[src/rtl/stereo_pkg.sv]
// Shared types and sizing helpers for the stereo frame sequencer.
package stereo_pkg;

  typedef enum logic [1:0] {
    StIdle,
    StActive,
    StDrop
  } state_e;

  localparam int unsigned StatsWidth = 16;

  // Counter width for a modulus n; never narrower than one bit.
  function automatic int unsigned cnt_width(input int unsigned n);
    return (n > 1) ? $clog2(n) : 1;
  endfunction

  function automatic int unsigned col_width(input int unsigned line_words);
    return cnt_width(line_words);
  endfunction

  function automatic int unsigned row_width(input int unsigned frame_lines);
    return cnt_width(frame_lines);
  endfunction

endpackage

[src/rtl/stereo_frame_ctrl_if.sv]
// Packed L/R AXI-Stream link (data, valid, ready, end-of-line, start-of-frame).
interface stereo_frame_ctrl_if #(
  parameter int unsigned C_AXIS_LR_TDATA_WIDTH = 32
) ();

  logic [C_AXIS_LR_TDATA_WIDTH-1:0] tdata;
  logic                             tvalid;
  logic                             tready;
  logic                             tlast;
  logic                             tuser;

  modport master (
    output tdata,
    output tvalid,
    output tlast,
    output tuser,
    input  tready
  );

  modport slave (
    input  tdata,
    input  tvalid,
    input  tlast,
    input  tuser,
    output tready
  );

endinterface

[src/rtl/axis_skid_buf.sv]
// Two-entry output skid buffer: one-cycle latency, full throughput, registered ready.
module axis_skid_buf #(
  parameter int unsigned DataWidth = 32
) (
  input  logic                 clk,
  input  logic                 rst,
  input  logic [DataWidth-1:0] in_data,
  input  logic                 in_last,
  input  logic                 in_user,
  input  logic                 in_valid,
  output logic                 in_ready,
  output logic [DataWidth-1:0] out_data,
  output logic                 out_last,
  output logic                 out_user,
  output logic                 out_valid,
  input  logic                 out_ready
);

  localparam int unsigned EntryWidth = DataWidth + 2;

  logic [EntryWidth-1:0] mem_q [2];
  logic                  wr_ptr_q;
  logic                  rd_ptr_q;
  logic [1:0]            count_q;
  logic [1:0]            count_d;
  logic                  ready_q;
  logic                  push;
  logic                  pop;

  assign push = in_valid && ready_q;
  assign pop  = (count_q != 2'd0) && out_ready;

  always_comb begin
    count_d = count_q;
    unique case ({push, pop})
      2'b10:   count_d = count_q + 2'd1;
      2'b01:   count_d = count_q - 2'd1;
      default: count_d = count_q;
    endcase
  end

  always_ff @(posedge clk) begin
    if (rst) begin
      mem_q[0] <= '0;
      mem_q[1] <= '0;
      wr_ptr_q <= 1'b0;
      rd_ptr_q <= 1'b0;
      count_q  <= 2'd0;
      ready_q  <= 1'b0;
    end else begin
      if (push) begin
        mem_q[wr_ptr_q] <= {in_user, in_last, in_data};
      end
      wr_ptr_q <= wr_ptr_q ^ push;
      rd_ptr_q <= rd_ptr_q ^ pop;
      count_q  <= count_d;
      // Ready is a pure register: no combinational path from out_ready.
      ready_q  <= (count_d != 2'd2);
    end
  end

  assign in_ready                       = ready_q;
  assign out_valid                      = (count_q != 2'd0);
  assign {out_user, out_last, out_data} = mem_q[rd_ptr_q];

endmodule

[src/rtl/stereo_frame_ctrl.sv]
// Frame sequencer for the packed L/R stream: SOF lock, tlast regeneration, error drop.
// Optional frame/error statistics outputs when STEREO_FRAME_STATS_EN is defined.
module stereo_frame_ctrl
  import stereo_pkg::*;
#(
  parameter int unsigned C_AXIS_LR_TDATA_WIDTH = 32,
  parameter int unsigned C_LINE_WORDS          = 320,
  parameter int unsigned C_FRAME_LINES         = 480
) (
  input  logic                  aclk,
  input  logic                  areset,
  input  logic                  enable,
  stereo_frame_ctrl_if.slave    s_axis_lr,
  stereo_frame_ctrl_if.master   m_axis_lr,
  output logic                  busy,
  output logic                  frame_done,
  output logic                  err_eol,
  output logic                  err_sof
`ifdef STEREO_FRAME_STATS_EN
  ,
  output logic [StatsWidth-1:0] frame_count,
  output logic [StatsWidth-1:0] err_count
`endif
);

  localparam int unsigned ColW = col_width(C_LINE_WORDS);
  localparam int unsigned RowW = row_width(C_FRAME_LINES);
  localparam logic [ColW-1:0] ColLast = ColW'(C_LINE_WORDS - 1);
  localparam logic [RowW-1:0] RowLast = RowW'(C_FRAME_LINES - 1);

  state_e                            state_q, state_d;
  logic [ColW-1:0]                   col_q, col_d;
  logic [RowW-1:0]                   row_q, row_d;
  logic                              eol_q, eol_d;
  logic                              sof_q, sof_d;
  logic                              done_q, done_d;
  logic                              accept;
  logic                              in_ready;
  logic                              fwd;
  logic                              fwd_last;
  logic                              fwd_user;
  logic [C_AXIS_LR_TDATA_WIDTH-1:0]  out_data;
  logic                              out_last;
  logic                              out_user;
  logic                              out_valid;

  assign accept          = s_axis_lr.tvalid && in_ready;
  assign s_axis_lr.tready = in_ready;

  always_comb begin
    state_d  = state_q;
    col_d    = col_q;
    row_d    = row_q;
    fwd      = 1'b0;
    fwd_last = 1'b0;
    fwd_user = 1'b0;
    eol_d    = 1'b0;
    sof_d    = 1'b0;
    done_d   = 1'b0;
    if (accept) begin
      unique case (state_q)
        StActive: begin
          fwd = 1'b1;
          if (s_axis_lr.tuser && ((col_q != '0) || (row_q != '0))) begin
            // Resync wins over an early tlast on the same beat.
            sof_d    = 1'b1;
            eol_d    = s_axis_lr.tlast && (col_q != ColLast);
            fwd_user = 1'b1;
            col_d    = ColW'(1);
            row_d    = '0;
          end else if (col_q == ColLast) begin
            fwd_last = 1'b1;
            eol_d    = !s_axis_lr.tlast;
            col_d    = '0;
            if (row_q == RowLast) begin
              done_d  = 1'b1;
              row_d   = '0;
              state_d = StIdle;
            end else begin
              row_d = row_q + RowW'(1);
            end
          end else if (s_axis_lr.tlast) begin
            fwd_last = 1'b1;
            eol_d    = 1'b1;
            col_d    = '0;
            row_d    = '0;
            state_d  = StDrop;
          end else begin
            col_d = col_q + ColW'(1);
          end
        end
        default: begin
          // Idle and drop both wait for an enabled SOF beat.
          if (s_axis_lr.tuser && enable) begin
            fwd      = 1'b1;
            fwd_user = 1'b1;
            col_d    = ColW'(1);
            row_d    = '0;
            state_d  = StActive;
          end
        end
      endcase
    end
  end

  always_ff @(posedge aclk) begin
    if (areset) begin
      state_q <= StIdle;
      col_q   <= '0;
      row_q   <= '0;
      eol_q   <= 1'b0;
      sof_q   <= 1'b0;
      done_q  <= 1'b0;
    end else begin
      state_q <= state_d;
      col_q   <= col_d;
      row_q   <= row_d;
      eol_q   <= eol_d;
      sof_q   <= sof_d;
      done_q  <= done_d;
    end
  end

  assign busy       = (state_q == StActive);
  assign frame_done = done_q;
  assign err_eol    = eol_q;
  assign err_sof    = sof_q;

  axis_skid_buf #(
    .DataWidth (C_AXIS_LR_TDATA_WIDTH)
  ) u_skid (
    .clk       (aclk),
    .rst       (areset),
    .in_data   (s_axis_lr.tdata),
    .in_last   (fwd_last),
    .in_user   (fwd_user),
    .in_valid  (fwd),
    .in_ready  (in_ready),
    .out_data  (out_data),
    .out_last  (out_last),
    .out_user  (out_user),
    .out_valid (out_valid),
    .out_ready (m_axis_lr.tready)
  );

  assign m_axis_lr.tdata  = out_data;
  assign m_axis_lr.tlast  = out_last;
  assign m_axis_lr.tuser  = out_user;
  assign m_axis_lr.tvalid = out_valid;

`ifdef STEREO_FRAME_STATS_EN
  logic [StatsWidth-1:0] frame_count_q;
  logic [StatsWidth-1:0] err_count_q;

  always_ff @(posedge aclk) begin
    if (areset) begin
      frame_count_q <= '0;
      err_count_q   <= '0;
    end else begin
      if (done_d) begin
        frame_count_q <= frame_count_q + StatsWidth'(1);
      end
      if ((eol_d || sof_d) && (err_count_q != {StatsWidth{1'b1}})) begin
        err_count_q <= err_count_q + StatsWidth'(1);
      end
    end
  end

  assign frame_count = frame_count_q;
  assign err_count   = err_count_q;
`endif

endmodule

[src/flat_wrapper.sv]
// flat-port wrapper written by rule: the top's interface ports become plain ports
module stereo_frame_ctrl_flat import stereo_pkg::*;
#(
  parameter int unsigned C_AXIS_LR_TDATA_WIDTH = 32,
  parameter int unsigned C_LINE_WORDS          = 320,
  parameter int unsigned C_FRAME_LINES         = 480
)
  (aclk, areset, enable, busy, frame_done, err_eol, err_sof, s_axis_lr_tdata, s_axis_lr_tvalid, s_axis_lr_tlast, s_axis_lr_tuser, s_axis_lr_tready, m_axis_lr_tdata, m_axis_lr_tvalid, m_axis_lr_tlast, m_axis_lr_tuser, m_axis_lr_tready);
  stereo_frame_ctrl_if #(.C_AXIS_LR_TDATA_WIDTH(C_AXIS_LR_TDATA_WIDTH)) s_axis_lr_i ();
  stereo_frame_ctrl_if #(.C_AXIS_LR_TDATA_WIDTH(C_AXIS_LR_TDATA_WIDTH)) m_axis_lr_i ();
  input  logic aclk;
  input  logic areset;
  input  logic enable;
  output logic busy;
  output logic frame_done;
  output logic err_eol;
  output logic err_sof;
  input wire logic [$bits(s_axis_lr_i.tdata)-1:0] s_axis_lr_tdata;
  input wire logic [$bits(s_axis_lr_i.tvalid)-1:0] s_axis_lr_tvalid;
  input wire logic [$bits(s_axis_lr_i.tlast)-1:0] s_axis_lr_tlast;
  input wire logic [$bits(s_axis_lr_i.tuser)-1:0] s_axis_lr_tuser;
  output wire logic [$bits(s_axis_lr_i.tready)-1:0] s_axis_lr_tready;
  output wire logic [$bits(m_axis_lr_i.tdata)-1:0] m_axis_lr_tdata;
  output wire logic [$bits(m_axis_lr_i.tvalid)-1:0] m_axis_lr_tvalid;
  output wire logic [$bits(m_axis_lr_i.tlast)-1:0] m_axis_lr_tlast;
  output wire logic [$bits(m_axis_lr_i.tuser)-1:0] m_axis_lr_tuser;
  input wire logic [$bits(m_axis_lr_i.tready)-1:0] m_axis_lr_tready;
  assign s_axis_lr_i.tdata = s_axis_lr_tdata;
  assign s_axis_lr_i.tvalid = s_axis_lr_tvalid;
  assign s_axis_lr_i.tlast = s_axis_lr_tlast;
  assign s_axis_lr_i.tuser = s_axis_lr_tuser;
  assign s_axis_lr_tready = s_axis_lr_i.tready;
  assign m_axis_lr_tdata = m_axis_lr_i.tdata;
  assign m_axis_lr_tvalid = m_axis_lr_i.tvalid;
  assign m_axis_lr_tlast = m_axis_lr_i.tlast;
  assign m_axis_lr_tuser = m_axis_lr_i.tuser;
  assign m_axis_lr_i.tready = m_axis_lr_tready;
  stereo_frame_ctrl #(.C_AXIS_LR_TDATA_WIDTH(C_AXIS_LR_TDATA_WIDTH), .C_LINE_WORDS(C_LINE_WORDS), .C_FRAME_LINES(C_FRAME_LINES)) u_core (.aclk(aclk), .areset(areset), .enable(enable), .s_axis_lr(s_axis_lr_i), .m_axis_lr(m_axis_lr_i), .busy(busy), .frame_done(frame_done), .err_eol(err_eol), .err_sof(err_sof));
endmodule
[config.mk]
export PLATFORM = sky130hd
export DESIGN_NAME = stereo_frame_ctrl_flat
export DESIGN_NICKNAME = d
export VERILOG_FILES = /design/src/rtl/stereo_pkg.sv /design/src/rtl/stereo_frame_ctrl_if.sv /design/src/rtl/axis_skid_buf.sv /design/src/rtl/stereo_frame_ctrl.sv /design/src/flat_wrapper.sv
export SDC_FILE = /design/constraint.sdc
export NUM_CORES = 1
export LEC_CHECK = 0
export ABC_AREA = 1
export BUFFER_PORTS_ARGS = -buffer_cell sky130_fd_sc_hd__buf_2
export CELL_PAD_IN_SITES_DETAIL_PLACEMENT = 1
export CELL_PAD_IN_SITES_GLOBAL_PLACEMENT = 1
export CORE_MARGIN = 1
export CORE_UTILIZATION = 45
export CTS_CLUSTER_DIAMETER = 50
export CTS_CLUSTER_SIZE = 8
export DETAILED_ROUTE_END_ITERATION = 10
export PLACE_DENSITY = 0.84
export SLEW_MARGIN = 20
export SYNTH_ARGS = -nofsm -noshare
export SYNTH_HDL_FRONTEND = slang
export SYNTH_SLANG_ARGS = --single-unit
export TNS_END_PERCENT = 50
[constraint.sdc]
create_clock -name aclk -period 4.45 [get_ports aclk]
set_input_delay 0.2225 -clock aclk [delete_from_list [all_inputs] [get_ports aclk]]
set_output_delay 0.2225 -clock aclk [all_outputs]
set_load 0.01 [all_outputs]
==> results.tsv <==
stage	metric	value	unit
placement	hpwl dp	7.29	mm
sta	Max Clock Skew	0.0151	ns
setup_path	max incr delay on CP	0.96	ns
pwr	Lkg Pwr	2.44	nW
die	die height	101	µm
global_routing	vias in the first global route	3606	
setup_path	Startpoint Class	flip-flop	
synthesis	number of flops mapped to enable cells by yosys	68	
setup_path	reg-to-reg slack, setup	2.10	ns
setup_path	Crit path buffers/inverters	3	
synthesis	library cells used by synthesis	31	
drt	final wirelength	10.5	mm
global_routing	total track usage	21.9	%
clocking	Clock Path Buffers	2	
synthesis	Synth top area share	46.0	%
min_path	Hold WC Path Type	in2reg	
cells_and_area	Post-Layout Inst Area	5160	µm²
setup_path	R2R Path Start	u_core.state_q[1]	
min_path	hold endpoint	u_core.u_skid.count_q[1]	
global_routing	grt ovf	0	
sta	min Tclk post-route	2.82	ns
min_path	hold depth	2	
drt	WL/cell	14.4	µm
cells_and_area	fraction of layout cells with a size suffix above 1	19.3	%
clocking	Hold-fix buffers, CTS	0	
synthesis	Synth Instances	518	
clocking	CTS sink cnt	96	
sta	Fin. Hold Viols	0	
pwr	Worst VDD drop	0.000147	V
setup_path	Top cell by count, worst path	nand2_1	
setup_path	crit path max fanout	36	
synthesis	post-synth top area cell	edfxtp_1	
sta	Max-slew headroom	27.6	%
die	initial core utilization	47.3	%
sta	Tcrit/Tclk final	63.4	%
placement	IO Port Bufs	78	
synthesis	prevailing post-synth register cell	edfxtp_1	
sta	Setup-failing EPs final	0	
clocking	Reg clk slew, reported paths	0.09	ns
synthesis	warnings from Yosys	0	
pwr	Power, Total	1.86	mW
synthesis	Syn Nets	564	
synthesis	Async SR Flop Fraction	0	%
die	I/O pin cnt	79	
setup_path	Crit path required time	4.23	ns
min_path	hold path start	areset	
setup_path	Register-to-Register Path Depth	8	
setup_path	slowest CP cell	clkinv_1	
die	area of the core	9370	µm²
synthesis	mapped cell area	4430	µm²
clocking	Skew-Pair Late Insertion Delay	0.36	ns
drt	Post-route DRC	0	
clocking	CTS tree	built	
sta	Worst Hold Margin	0.102	ns
cells_and_area	n_diodes	0	
pwr	pwr/cell area	360	nW/µm²
sta	Final Max Slew Viols	0	
synthesis	Avg Inst Size Synth	8.56	µm²
clocking	Root Driver	clkbuf_8	
global_routing	pin count of the biggest net entering global routing	37	
die	Die W	101	µm
clocking	H-tree depth	3	
setup_path	crit path kind	reg2out	
setup_path	CP cell instances	buf_4 -> clkinv_1 -> nand2_1 -> nand2_1 -> buf_2	
drt	post-route ant nets	0	
die	row count	35	
drt	Via Count	3552	
sta	RSZ-0062 raised after global routing	no	
drt	vias per cell	4.87	
drt	First-pass DRT Iterations	4	
setup_path	crit path DAT	2.60	ns
cells_and_area	Syn-to-layout area delta	16.3	%
synthesis	synth top area cells	edfxtp_1 (46%), nand2_1 (13%), dfxtp_1 (13%), nor2_1 (9.0%), inv_1 (5.2%)	
drt	1st-iter DRT viols	148	
sta	worst-margin pin slew	1.08	ns
sta	final setup margin	1.63	ns
sta	FMAX	0.355	GHz
clocking	cts bufs inserted	9	
cells_and_area	area occupied by multi-input gates	1510	µm²
cells_and_area	fin nets	641	
cells_and_area	register area	2600	µm²
synthesis	count leader, synth	nand2_1	
setup_path	Worst R2R End	u_core.u_skid.mem_q[0][0]	
global_routing	global-route wire length before repair	17.2	mm
global_routing	initial antenna violation count	0	
synthesis	register area share after synthesis	58.7	%
placement	Final GP Congestion	0.794	
run	Max Cap Viol	0	
placement	DP Worst Slack	1.99	ns
synthesis	FF+latch count, synth	96	
clocking	Post-CTS Setup Inserts	0	
placement	placed cell areas	4940	µm²
die	Die ar.	10300	µm²
setup_path	crit end category	output port	
clocking	CTS resizes	0	
sta	accumulated negative setup slack	0	ns
setup_path	cell family with most CP delay	buffers and inverters	
cells_and_area	FILL cells	1182	
synthesis	Commonest cells post-synth	nand2_1 (153), nor2_1 (106), edfxtp_1 (68)	
run_status	outcome	completed	
==> metrics by stage <==
step	utilization, %	instances
after floorplan	-	518
after global placement	52.7	713
after detailed placement	52.7	713
after CTS	55.0	729
after global routing	55.0	729
final	55.0	729
==> per-layer routing <==
layer  vias up  share of wire, %  track usage, %
met5         -                 0               0
met4         0               1.2            7.69
met3        12               2.2            2.69
met2        54                52            39.9
met1      1709                44            26.6
li1       1777                 -               -
==> final cells by class <==
class | instances | share of cell area (%)
Clock buffer | 10 | 2.47
Clock inverter | 6 | 1.75
Inverter | 65 | 4.83
Multi-Input combinational cell | 341 | 29.2
Sequential cell | 96 | 50.4
Tap cell | 129 | 3.13
Timing Repair Buffer | 82 | 8.15
==> worst max-delay path by stage <==
stage / startpoint / to / slack [ns] / cells after the start
after global placement: areset / u_core.u_skid.mem_q[0][29] / 2.13 / 5
after global routing: u_core.u_skid.rd_ptr_q / m_axis_lr_tdata[10] / 1.44 / 5
after CTS: u_core.u_skid.rd_ptr_q / m_axis_lr_tdata[8] / 1.57 / 5
after detailed placement: u_core.u_skid.rd_ptr_q / m_axis_lr_tdata[8] / 1.99 / 5
final: u_core.u_skid.rd_ptr_q / m_axis_lr_tdata[8] / 1.63 / 5
after floorplan: u_core.u_skid.in_ready / u_core.u_skid.mem_q[0][0] / 2.20 / 8
==> power by group <==
group | internal, mW | total, mW | switching [mW]
Combinational | 0.0740 | 0.221 | 0.147
Sequential | 0.988 | 1.00 | 0.0142
Clock | 0.320 | 0.636 | 0.315
Total | 1.38 | 1.86 | 0.477
==> logic make-up after synthesis <==
group / count (synthesis) / share of synthesized area (%)
AND/OR/NAND/NOR: 306 / 28.2
flip-flops: 96 / 58.7
buffers and inverters: 81 / 7.31
AO/OA/AOI/OAI: 22 / 2.65
adder cells (fa/ha/maj): 7 / 1.98
XOR/XNOR: 6 / 1.19
==> flip-flops by register name, indices dropped and copies added (netlist names) <==
register,flops
u_core.u_skid.wr_ptr_q,1
u_core.row_q,9
u_core.err_sof,1
u_core.err_eol,1
u_core.state_q,2
u_core.frame_done,1
u_core.u_skid.rd_ptr_q,1
u_core.u_skid.in_ready,1
u_core.col_q,9
u_core.u_skid.mem_q,68
u_core.u_skid.count_q,2
==> worst reg2reg max path, stage by stage (launching register included) <==
cell,delay [ns]
dfxtp_1,0.32
inv_1,0.06
nand2_2,0.10
nand2_2,0.11
nand2_2,0.18
nor2_2,0.14
nand2_2,0.41
nand2_1,0.22
buf_4,0.44
==> layout by cell type, fill, tap and decap left out <==
| master | count |
|---|---|
| nand2_1 | 153 |
| nor2_1 | 106 |
| buf_2 | 78 |
| edfxtp_1 | 68 |
| inv_1 | 62 |
| dfxtp_1 | 28 |
| nand3_1 | 20 |
| a21oi_1 | 12 |
| clkbuf_8 | 9 |
| nand2_2 | 8 |
| ha_1 | 7 |
| o21ai_0 | 6 |
| nor3_1 | 6 |
| xor2_1 | 5 |
| buf_4 | 4 |
| nor2_2 | 3 |
| nand4_1 | 3 |
| nand3_2 | 2 |
| a31oi_1 | 2 |
| bufinv_16 | 2 |
| inv_6 | 2 |
| clkinv_1 | 1 |
| or2_2 | 1 |
| clkinv_4 | 1 |
| o21ai_2 | 1 |
| nand2_4 | 1 |
| inv_2 | 1 |
| or2_0 | 1 |
| xnor2_1 | 1 |
| o22ai_1 | 1 |
| nor3_2 | 1 |
| nor4_1 | 1 |
| clkinv_2 | 1 |
| clkinvlp_4 | 1 |
| clkbuf_1 | 1 |
(Power assumes the default switching activity.)
